$ cat config.mk
export PLATFORM = sky130hd
export DESIGN_NAME = exhaustive_pattern_sequencer_flat
export DESIGN_NICKNAME = d
export VERILOG_FILES = /design/src/rtl/exhaustive_pattern_sequencer_if.sv /design/src/rtl/exhaustive_pattern_sequencer.sv /design/src/flat_wrapper.sv
export SDC_FILE = /design/constraint.sdc
export NUM_CORES = 1
export LEC_CHECK = 0
export BUFFER_PORTS_ARGS = -buffer_cell sky130_fd_sc_hd__buf_2
export CAP_MARGIN = 5
export CORE_ASPECT_RATIO = 1.1
export CORE_UTILIZATION = 35
export DETAILED_ROUTE_END_ITERATION = 10
export GPL_ROUTABILITY_DRIVEN = 0
export RECOVER_POWER = 50
export SLEW_MARGIN = 20
export SYNTH_ARGS = -nofsm -noshare
export SYNTH_HDL_FRONTEND = slang
export SYNTH_SLANG_ARGS = --single-unit
$ cat constraint.sdc
create_clock -name CK -period 4.35 [get_ports CK]
set_input_delay 0.87 -clock CK [delete_from_list [all_inputs] [get_ports CK]]
set_output_delay 0.87 -clock CK [all_outputs]
set_load 0.02 [all_outputs]
$ cat src/rtl/exhaustive_pattern_sequencer_if.sv
`default_nettype none
// ============================================================================
// Module   : exhaustive_pattern_sequencer_if
// Brief    : Pattern drive / response capture bundle between the sequencer
//            (master) and the device under test plus capture consumer (slave).
// Revision : 1.0
// ============================================================================
interface exhaustive_pattern_sequencer_if #(
    parameter int N_WIDTH   = 3,
    parameter int OUT_WIDTH = 1
);
    logic [N_WIDTH-1:0]   N;
    logic [OUT_WIDTH-1:0] dut_out;
    logic                 cap_valid;
    logic                 cap_ready;
    logic [N_WIDTH-1:0]   cap_pattern;
    logic [OUT_WIDTH-1:0] cap_response;

    modport master (
        output N, cap_valid, cap_pattern, cap_response,
        input  dut_out, cap_ready
    );

    modport slave (
        input  N, cap_valid, cap_pattern, cap_response,
        output dut_out, cap_ready
    );
endinterface
`default_nettype wire

$ cat src/rtl/exhaustive_pattern_sequencer.sv
`default_nettype none
// ============================================================================
// Module   : exhaustive_pattern_sequencer
// Brief    : Walks every input pattern (binary or Gray order), captures each
//            settled response through a valid/ready pair and compacts a MISR.
// Revision : 1.0
// ============================================================================
module exhaustive_pattern_sequencer #(
    parameter int N_WIDTH       = 3,
    parameter int OUT_WIDTH     = 1,
    parameter int SETTLE_CYCLES = 1,
    parameter int GRAY_MODE     = 0
) (
    input  logic                           CK,
    input  logic                           reset,
    input  logic                           start,
    exhaustive_pattern_sequencer_if.master bus,
    output logic                           busy,
    output logic                           done,
    output logic [15:0]                    signature
);

    typedef enum logic [1:0] {
        S_IDLE    = 2'd0,
        S_SETTLE  = 2'd1,
        S_CAPTURE = 2'd2,
        S_DONE    = 2'd3
    } state_t;

    // Index carries one spare bit so the terminal compare can never wrap.
    localparam logic [N_WIDTH:0] c_last_index = {1'b0, {N_WIDTH{1'b1}}};
    localparam logic [7:0]       c_settle     = 8'(SETTLE_CYCLES);

    state_t               r_state;
    logic [N_WIDTH:0]     r_index;
    logic [7:0]           r_cnt;
    logic [N_WIDTH-1:0]   r_n;
    logic                 r_cap_valid;
    logic [N_WIDTH-1:0]   r_cap_pattern;
    logic [OUT_WIDTH-1:0] r_cap_response;
    logic                 r_busy;
    logic                 r_done;
    logic [15:0]          r_sig;

    logic [N_WIDTH:0]     w_idx_next;
    logic [7:0]           w_cnt_next;
    logic                 w_handshake;
    logic [15:0]          w_sig_next;

    function automatic logic [N_WIDTH-1:0] f_map(input logic [N_WIDTH-1:0] idx);
        if (GRAY_MODE != 0) begin
            return idx ^ (idx >> 1);
        end
        return idx;
    endfunction

    assign w_idx_next  = r_index + 1'b1;
    assign w_cnt_next  = r_cnt + 8'd1;
    assign w_handshake = r_cap_valid && bus.cap_ready;
    assign w_sig_next  = {r_sig[14:0], r_sig[15] ^ r_sig[13] ^ r_sig[12] ^ r_sig[10]}
                         ^ 16'(r_cap_response);

    always_ff @(posedge CK) begin
        if (reset) begin
            r_state        <= S_IDLE;
            r_index        <= '0;
            r_cnt          <= '0;
            r_n            <= '0;
            r_cap_valid    <= 1'b0;
            r_cap_pattern  <= '0;
            r_cap_response <= '0;
            r_busy         <= 1'b0;
            r_done         <= 1'b0;
            r_sig          <= '0;
        end else begin
            case (r_state)
                S_IDLE, S_DONE: begin
                    if (start) begin
                        r_state <= S_SETTLE;
                        r_index <= '0;
                        r_n     <= f_map({N_WIDTH{1'b0}});
                        r_cnt   <= '0;
                        r_sig   <= '0;
                        r_busy  <= 1'b1;
                        r_done  <= 1'b0;
                    end
                end
                S_SETTLE: begin
                    r_cnt <= w_cnt_next;
                    // dut_out is only looked at on this single edge.
                    if (w_cnt_next == c_settle) begin
                        r_cap_response <= bus.dut_out;
                        r_cap_pattern  <= r_n;
                        r_cap_valid    <= 1'b1;
                        r_state        <= S_CAPTURE;
                    end
                end
                S_CAPTURE: begin
                    if (w_handshake) begin
                        r_sig       <= w_sig_next;
                        r_cap_valid <= 1'b0;
                        if (r_index == c_last_index) begin
                            r_state <= S_DONE;
                            r_busy  <= 1'b0;
                            r_done  <= 1'b1;
                        end else begin
                            r_index <= w_idx_next;
                            r_n     <= f_map(w_idx_next[N_WIDTH-1:0]);
                            r_cnt   <= '0;
                            r_state <= S_SETTLE;
                        end
                    end
                end
                default: r_state <= S_IDLE;
            endcase
        end
    end

    assign bus.N            = r_n;
    assign bus.cap_valid    = r_cap_valid;
    assign bus.cap_pattern  = r_cap_pattern;
    assign bus.cap_response = r_cap_response;
    assign busy             = r_busy;
    assign done             = r_done;
    assign signature        = r_sig;

endmodule
`default_nettype wire

$ cat src/flat_wrapper.sv
// flat-port wrapper written by rule: the top's interface ports become plain ports
module exhaustive_pattern_sequencer_flat 
#(
    parameter int N_WIDTH       = 3,
    parameter int OUT_WIDTH     = 1,
    parameter int SETTLE_CYCLES = 1,
    parameter int GRAY_MODE     = 0
)
  (CK, reset, start, busy, done, signature, bus_N, bus_cap_valid, bus_cap_pattern, bus_cap_response, bus_dut_out, bus_cap_ready);
  exhaustive_pattern_sequencer_if #(.N_WIDTH(N_WIDTH), .OUT_WIDTH(OUT_WIDTH)) bus_i ();
  input  logic CK;
  input  logic reset;
  input  logic start;
  output logic busy;
  output logic done;
  output logic [15:0] signature;
  output wire logic [$bits(bus_i.N)-1:0] bus_N;
  output wire logic [$bits(bus_i.cap_valid)-1:0] bus_cap_valid;
  output wire logic [$bits(bus_i.cap_pattern)-1:0] bus_cap_pattern;
  output wire logic [$bits(bus_i.cap_response)-1:0] bus_cap_response;
  input wire logic [$bits(bus_i.dut_out)-1:0] bus_dut_out;
  input wire logic [$bits(bus_i.cap_ready)-1:0] bus_cap_ready;
  assign bus_N = bus_i.N;
  assign bus_cap_valid = bus_i.cap_valid;
  assign bus_cap_pattern = bus_i.cap_pattern;
  assign bus_cap_response = bus_i.cap_response;
  assign bus_i.dut_out = bus_dut_out;
  assign bus_i.cap_ready = bus_cap_ready;
  exhaustive_pattern_sequencer #(.N_WIDTH(N_WIDTH), .OUT_WIDTH(OUT_WIDTH), .SETTLE_CYCLES(SETTLE_CYCLES), .GRAY_MODE(GRAY_MODE)) u_core (.CK(CK), .reset(reset), .start(start), .bus(bus_i), .busy(busy), .done(done), .signature(signature));
endmodule
=== Word level (Yosys, flattened, before mapping) ===
Index checks and enable logic that the tools add are counted.

* $add $sub $neg: 2
* Equal/unequal tests: 10
* Mux-type cells: 31
* Bitwise gates (word level): 4
* Reductions and logical operators: 12

{| class="wikitable"
|+ Operators with widths
! kind !! count
|-
| two-way mux 16 bit || 2
|-
| one-hot mux 16 bit (2 select lines) || 1
|-
| two-way mux 8 bit || 3
|-
| one-hot mux 8 bit (3 select lines) || 1
|-
| XOR 16 x 1 -> 16 bit || 1
|-
| two-way mux 4 bit || 3
|-
| AND reduction 3 bit || 4
|-
| two-way mux 3 bit || 3
|-
| adder 8 x 1 -> 8 bit, second input constant || 1
|-
| equality test 8 x 1 -> 1 bit, second input constant || 1
|-
| two-way mux 1 bit || 8
|-
| two-way mux 2 bit || 4
|-
| one-hot mux 4 bit (2 select lines) || 1
|-
| AND reduction 4 bit || 2
|-
| != test 2 x 1 -> 1 bit, second input constant || 3
|-
| one-hot mux 1 bit (2 select lines) || 3
|-
| one-hot mux 2 bit (3 select lines) || 1
|-
| one-hot mux 3 bit (2 select lines) || 1
|-
| adder 4 x 1 -> 4 bit, second input constant || 1
|-
| equality test 2 bit, second input constant || 2
|-
| equality test 4 x 3 -> 1 bit, second input constant || 1
|-
| != test 2 bit, second input constant || 2
|-
| nonzero test 2 bit || 2
|-
| XOR 1 bit || 3
|-
| other kinds (5) || 5
|}

* Register bits after elaboration: 40
* Bits of input ports: 5

=== Logic depth before layout (Yosys ltp) ===
* Word-level depth: 6
* Mapped depth: 9

=== Least setup slack after synthesis ===
No wires, ideal clock.

* Path kind: input port to flip-flop
* Start: in start
* End: reg u_core.r_sig[15], in the netlist u_core.signature[15]
* Setup time: 0.128 ns
* Arrival: 1.842 ns
* Setup slack: 2.380 ns
* Stages: 7
* Path buffers: 3
* Cell sequence: nand2b_1 -> buf_6 -> and4_1 -> buf_2 -> buf_2 -> a22oi_1 -> nor2_1

* Cells in the longest elaborated chain, start to end: 2

{| class="wikitable"
|+ RTL lines
! what !! RTL line !! RTL
|-
| from (decl) || flat_wrapper.sv:13 || <nowiki>input logic start;</nowiki>
|-
| != test 2 bit (no source line) || -- ||
|-
| AND reduction 3 bit (no source line) || -- ||
|-
| to (signal assigned) || exhaustive_pattern_sequencer.sv:100 || <nowiki>r_sig <= w_sig_next;</nowiki>
|-
| to (decl) || exhaustive_pattern_sequencer.sv:43 || <nowiki>logic [15:0] r_sig;</nowiki>
|}

No other way between the ends.
A chain may end at the register's enable or synchronous reset.

=== Final worst setup path ===
* Start: reg u_core.r_state[0]
* End: reg u_core.r_n[0], in the netlist u_core.bus.N[0]

* Cells in the longest elaborated chain, start to end: 4
* Elaborated cells on any way between the ends: 10
* Those cells by class: 5 x eq/ne; 1 x mux; 4 x reduce/logical

{| class="wikitable"
|+ RTL lines
! what !! RTL line !! RTL
|-
| from (decl) || exhaustive_pattern_sequencer.sv:34 || <nowiki>state_t r_state;</nowiki>
|-
| from (signal assigned) || exhaustive_pattern_sequencer.sv:65 || <nowiki>r_state <= S_IDLE;</nowiki>
|-
| from (signal assigned) || exhaustive_pattern_sequencer.sv:79 || <nowiki>r_state <= S_SETTLE;</nowiki>
|-
| from (signal assigned) || exhaustive_pattern_sequencer.sv:95 || <nowiki>r_state <= S_CAPTURE;</nowiki>
|-
| equality test 2 bit or zero test 2 bit (tied branches) || exhaustive_pattern_sequencer.sv:76 || <nowiki>case (r_state)</nowiki>
|-
| OR reduction 2 bit || exhaustive_pattern_sequencer.sv:76 ||
|-
| != test 2 bit (no source line) or nonzero test 2 bit (tied branches) || -- ||
|-
| AND reduction 4 bit (no source line) || -- ||
|-
| to (signal assigned) || exhaustive_pattern_sequencer.sv:81 || <nowiki>r_n <= f_map({N_WIDTH{1'b0}});</nowiki>
|-
| to (signal assigned) || exhaustive_pattern_sequencer.sv:108 || <nowiki>r_n <= f_map(w_idx_next[N_WIDTH-1:0]);</nowiki>
|-
| to (decl) || exhaustive_pattern_sequencer.sv:37 || <nowiki>logic [N_WIDTH-1:0] r_n;</nowiki>
|}

Parallel ways exist; a longest one is shown, timed or not.

==> results.cfg <==
[run_status]
outcome = finished, final reports clean

[critical_path]
arrival_ns = 2.34
crit_fanout = 19
critPathCapture = u_core.bus.N[0]$_SDFFE_PP0P_
worstSetupEndpointType = flip-flop
crit_required_ns = 4.57
crit_start = u_core.r_state[0]$_SDFFE_PP0P_
start_kind = flip-flop
r2r_cells = 7
r2r_start = u_core.r_state[0]$_SDFFE_PP0P_
r2r_setup_slack_ns = 2.23
r2r_end = u_core.bus.N[0]$_SDFFE_PP0P_
crit_type = flip-flop to flip-flop

[detailed_routing]
first_pass_iters = 4
vias = 1591
drc = 0
post_drt_wl_per_cell_um = 12.7
via_per_inst = 5.18
wl_um = 3910
drt_iter0_markers = 70
antenna_left = 0

[grt]
overflow = 0
antenna_found_initial = 0
grt_pass1_vias = 1451
busiest_layer = met2
met2_usage_pct = 23.9
grt_max_degree = 39
grt_pass1_wl_um = 6710
met1_usage_pct = 18.9
grt.total_usage_pct = 14.9
use_met3_pct = 3.68

[sta]
drv_slew = 0
fmax_mhz = 473
finalHoldViolCount = 0
fin_crit_ns = 2.12
setup_violations = 0
relSlewSlack_pct = 45.4
setup_tns_ns = 0
fin_hold_ws_ns = 0.480
grt_setup_unrepaired = no
finalCritPeriodShare_pct = 48.6
worst_pin_slew_ns = 0.817
fin_worst_skew_ns = 0.00905

[synthesis]
yosys_most_used_dff = dfxtp_1
syn-cell-area_mm2 = 0.00188
syn-num-nets = 224
synth_area_per_cell_um2 = 8.83
synth_warnings = 0
synthCells = 213
ys_seq_area_share_pct = 39.4
yosysUniqueCellTypes = 50
synthArstFlopShare_pct = 0
synth-edff-count = 0
synth-seq-cells = 37

[finish]
fin_util_pct = 41.0
syn_to_final_growth_pct = 11.1
mostFrequentLayoutCell = dfxtp_1
diodes = 0
nets = 245
mostFrequentLayoutCells = dfxtp_1 (37), nor2_1 (30), clkbuf_1 (26), a21oi_1 (17), a22oi_1 (16)
layout-drive-gt1-share_pct = 10.2
finalNonFillerCells = 307

[floorplanning]
start_util_pct = 36.9
fp.dieH_um = 78.9
core_mm2 = 0.00510
die_x_um = 71.9
die_area_mm2 = 0.00567
rows = 27
ios = 31

[power_and_ir_drop]
p_leak_nw = 0.738
power_density_mw_per_mm2 = 503
ir_drop_v = 0.000181
p_total_mw = 1.05

[cts]
cts_setup_buffers = 0
cts-htree-levels = 2
cts_resized = 0
clock_latency_ns = 0.29
cts_buffer_depth = 2
root_buffer = clkbuf_8
clk_pin_slew_ns = 0.08
cts.sinks = 37
ctsHoldBuffers = 0
cts_tree = yes
cts_made_buffers = 5

[placement]
place_inst = 299
dp_hpwl_um = 2730
portBuffers = 30

[run]
maxCapViolCount = 0

[min_path]
min_path_type = flip-flop to flip-flop
## cell type report
cell class	instances	area, µm²
well taps	72	90.1
inverters	8	30.0
fillers	551	3010
clock inverters	2	37.5
multi-input cells	152	991
repair buffers	30	118
clock buffers	6	82.6
flip-flops and latches	37	741
## logic make-up (layout without fill, tap and decap cells)
logic type / after synthesis / in the layout / share of synthesized area (%)
AO/OA/AOI/OAI: 59 / 59 / 21.1
multiplexers: 1 / 1 / 0.532
AND/OR/NAND/NOR: 78 / 78 / 23.4
flip-flops: 37 / 37 / 39.4
adder cells (fa/ha/maj): 6 / 6 / 3.99
buffers and inverters: 24 / 46 / 7.92
XOR/XNOR: 8 / 8 / 3.73
## per-layer routing
metal,part of all wire [%],vias to the layer above
li1,-,796
met1,49,759
met2,46,30
met3,3.4,6
met4,1.3,0
met5,0,-
## metrics by stage
stage | setup WS [ns] | area, µm²
2_1_floorplan | 2.38 | 1880
3_3_place_gp | 2.06 | 2000
3_5_place_dp | 2.03 | 2000
4_1_cts | 2.22 | 2120
5_1_grt | 2.05 | 2090
6_report | 2.23 | 2090
## flip-flops by register name, summed over array words and instances (netlist names)
register / count
u_core.r_cnt: 8
u_core.bus.N: 2
u_core.bus.cap_valid: 1
u_core.done: 1
u_core.r_index: 2
u_core.bus.cap_pattern: 3
u_core.signature: 16
u_core.busy: 1
u_core.bus.cap_response: 1
u_core.r_state: 2
## critical path, cell delays in order, from the launching register on
cell      delay, ns
dfxtp_1        0.36
inv_1          0.07
ha_1           0.35
nand2b_1       0.22
and4_1         0.66
nor3b_1        0.25
a21oi_1        0.06
nor2_1         0.08
## synth_stat cells, types with 2 or more instances
cell	instances	area share, %
o21ai_0	4	1.1
a311oi_1	2	0.93
o21ai_1	4	1.1
nor3_1	3	0.80
nand2b_1	4	1.3
clkbuf_1	4	0.80
nor2_1	30	6.0
dfxtp_1	37	39
buf_6	4	2.4
buf_4	4	1.6
inv_1	8	1.6
a21o_1	4	1.6
a31oi_1	2	0.67
buf_2	3	0.80
nand2_1	8	1.6
nand3_1	10	2.7
xnor2_1	8	3.7
nor3b_1	2	0.80
nand3b_1	2	0.80
a22oi_1	16	6.4
a211oi_1	2	0.80
a21oi_1	17	4.5
and3_1	3	1.0
ha_1	6	4.0
## how the worst min path moves through the flow
stage / slack, ns / depth (start not counted) / to / start
3_5_place_dp: 0.47 / 2 / u_core.r_cnt[6]$_SDFFE_PP0P_ / u_core.r_cnt[6]$_SDFFE_PP0P_
2_1_floorplan: 0.45 / 2 / u_core.r_cnt[6]$_SDFFE_PP0P_ / u_core.r_cnt[6]$_SDFFE_PP0P_
3_3_place_gp: 0.47 / 2 / u_core.r_cnt[6]$_SDFFE_PP0P_ / u_core.r_cnt[6]$_SDFFE_PP0P_
4_1_cts: 0.48 / 2 / u_core.r_cnt[6]$_SDFFE_PP0P_ / u_core.r_cnt[6]$_SDFFE_PP0P_
6_report: 0.48 / 2 / u_core.r_cnt[6]$_SDFFE_PP0P_ / u_core.r_cnt[6]$_SDFFE_PP0P_
5_1_grt: 0.51 / 2 / u_core.r_cnt[6]$_SDFFE_PP0P_ / u_core.r_cnt[6]$_SDFFE_PP0P_
## power breakdown
part	switching (mW)	total [mW]	leakage [nW]	internal, mW
Sequential	0.0256	0.388	0.299	0.363
Combinational	0.231	0.349	0.381	0.118
Clock	0.128	0.315	0.0574	0.186
Note: power is estimated with default switching activity, not from simulation.
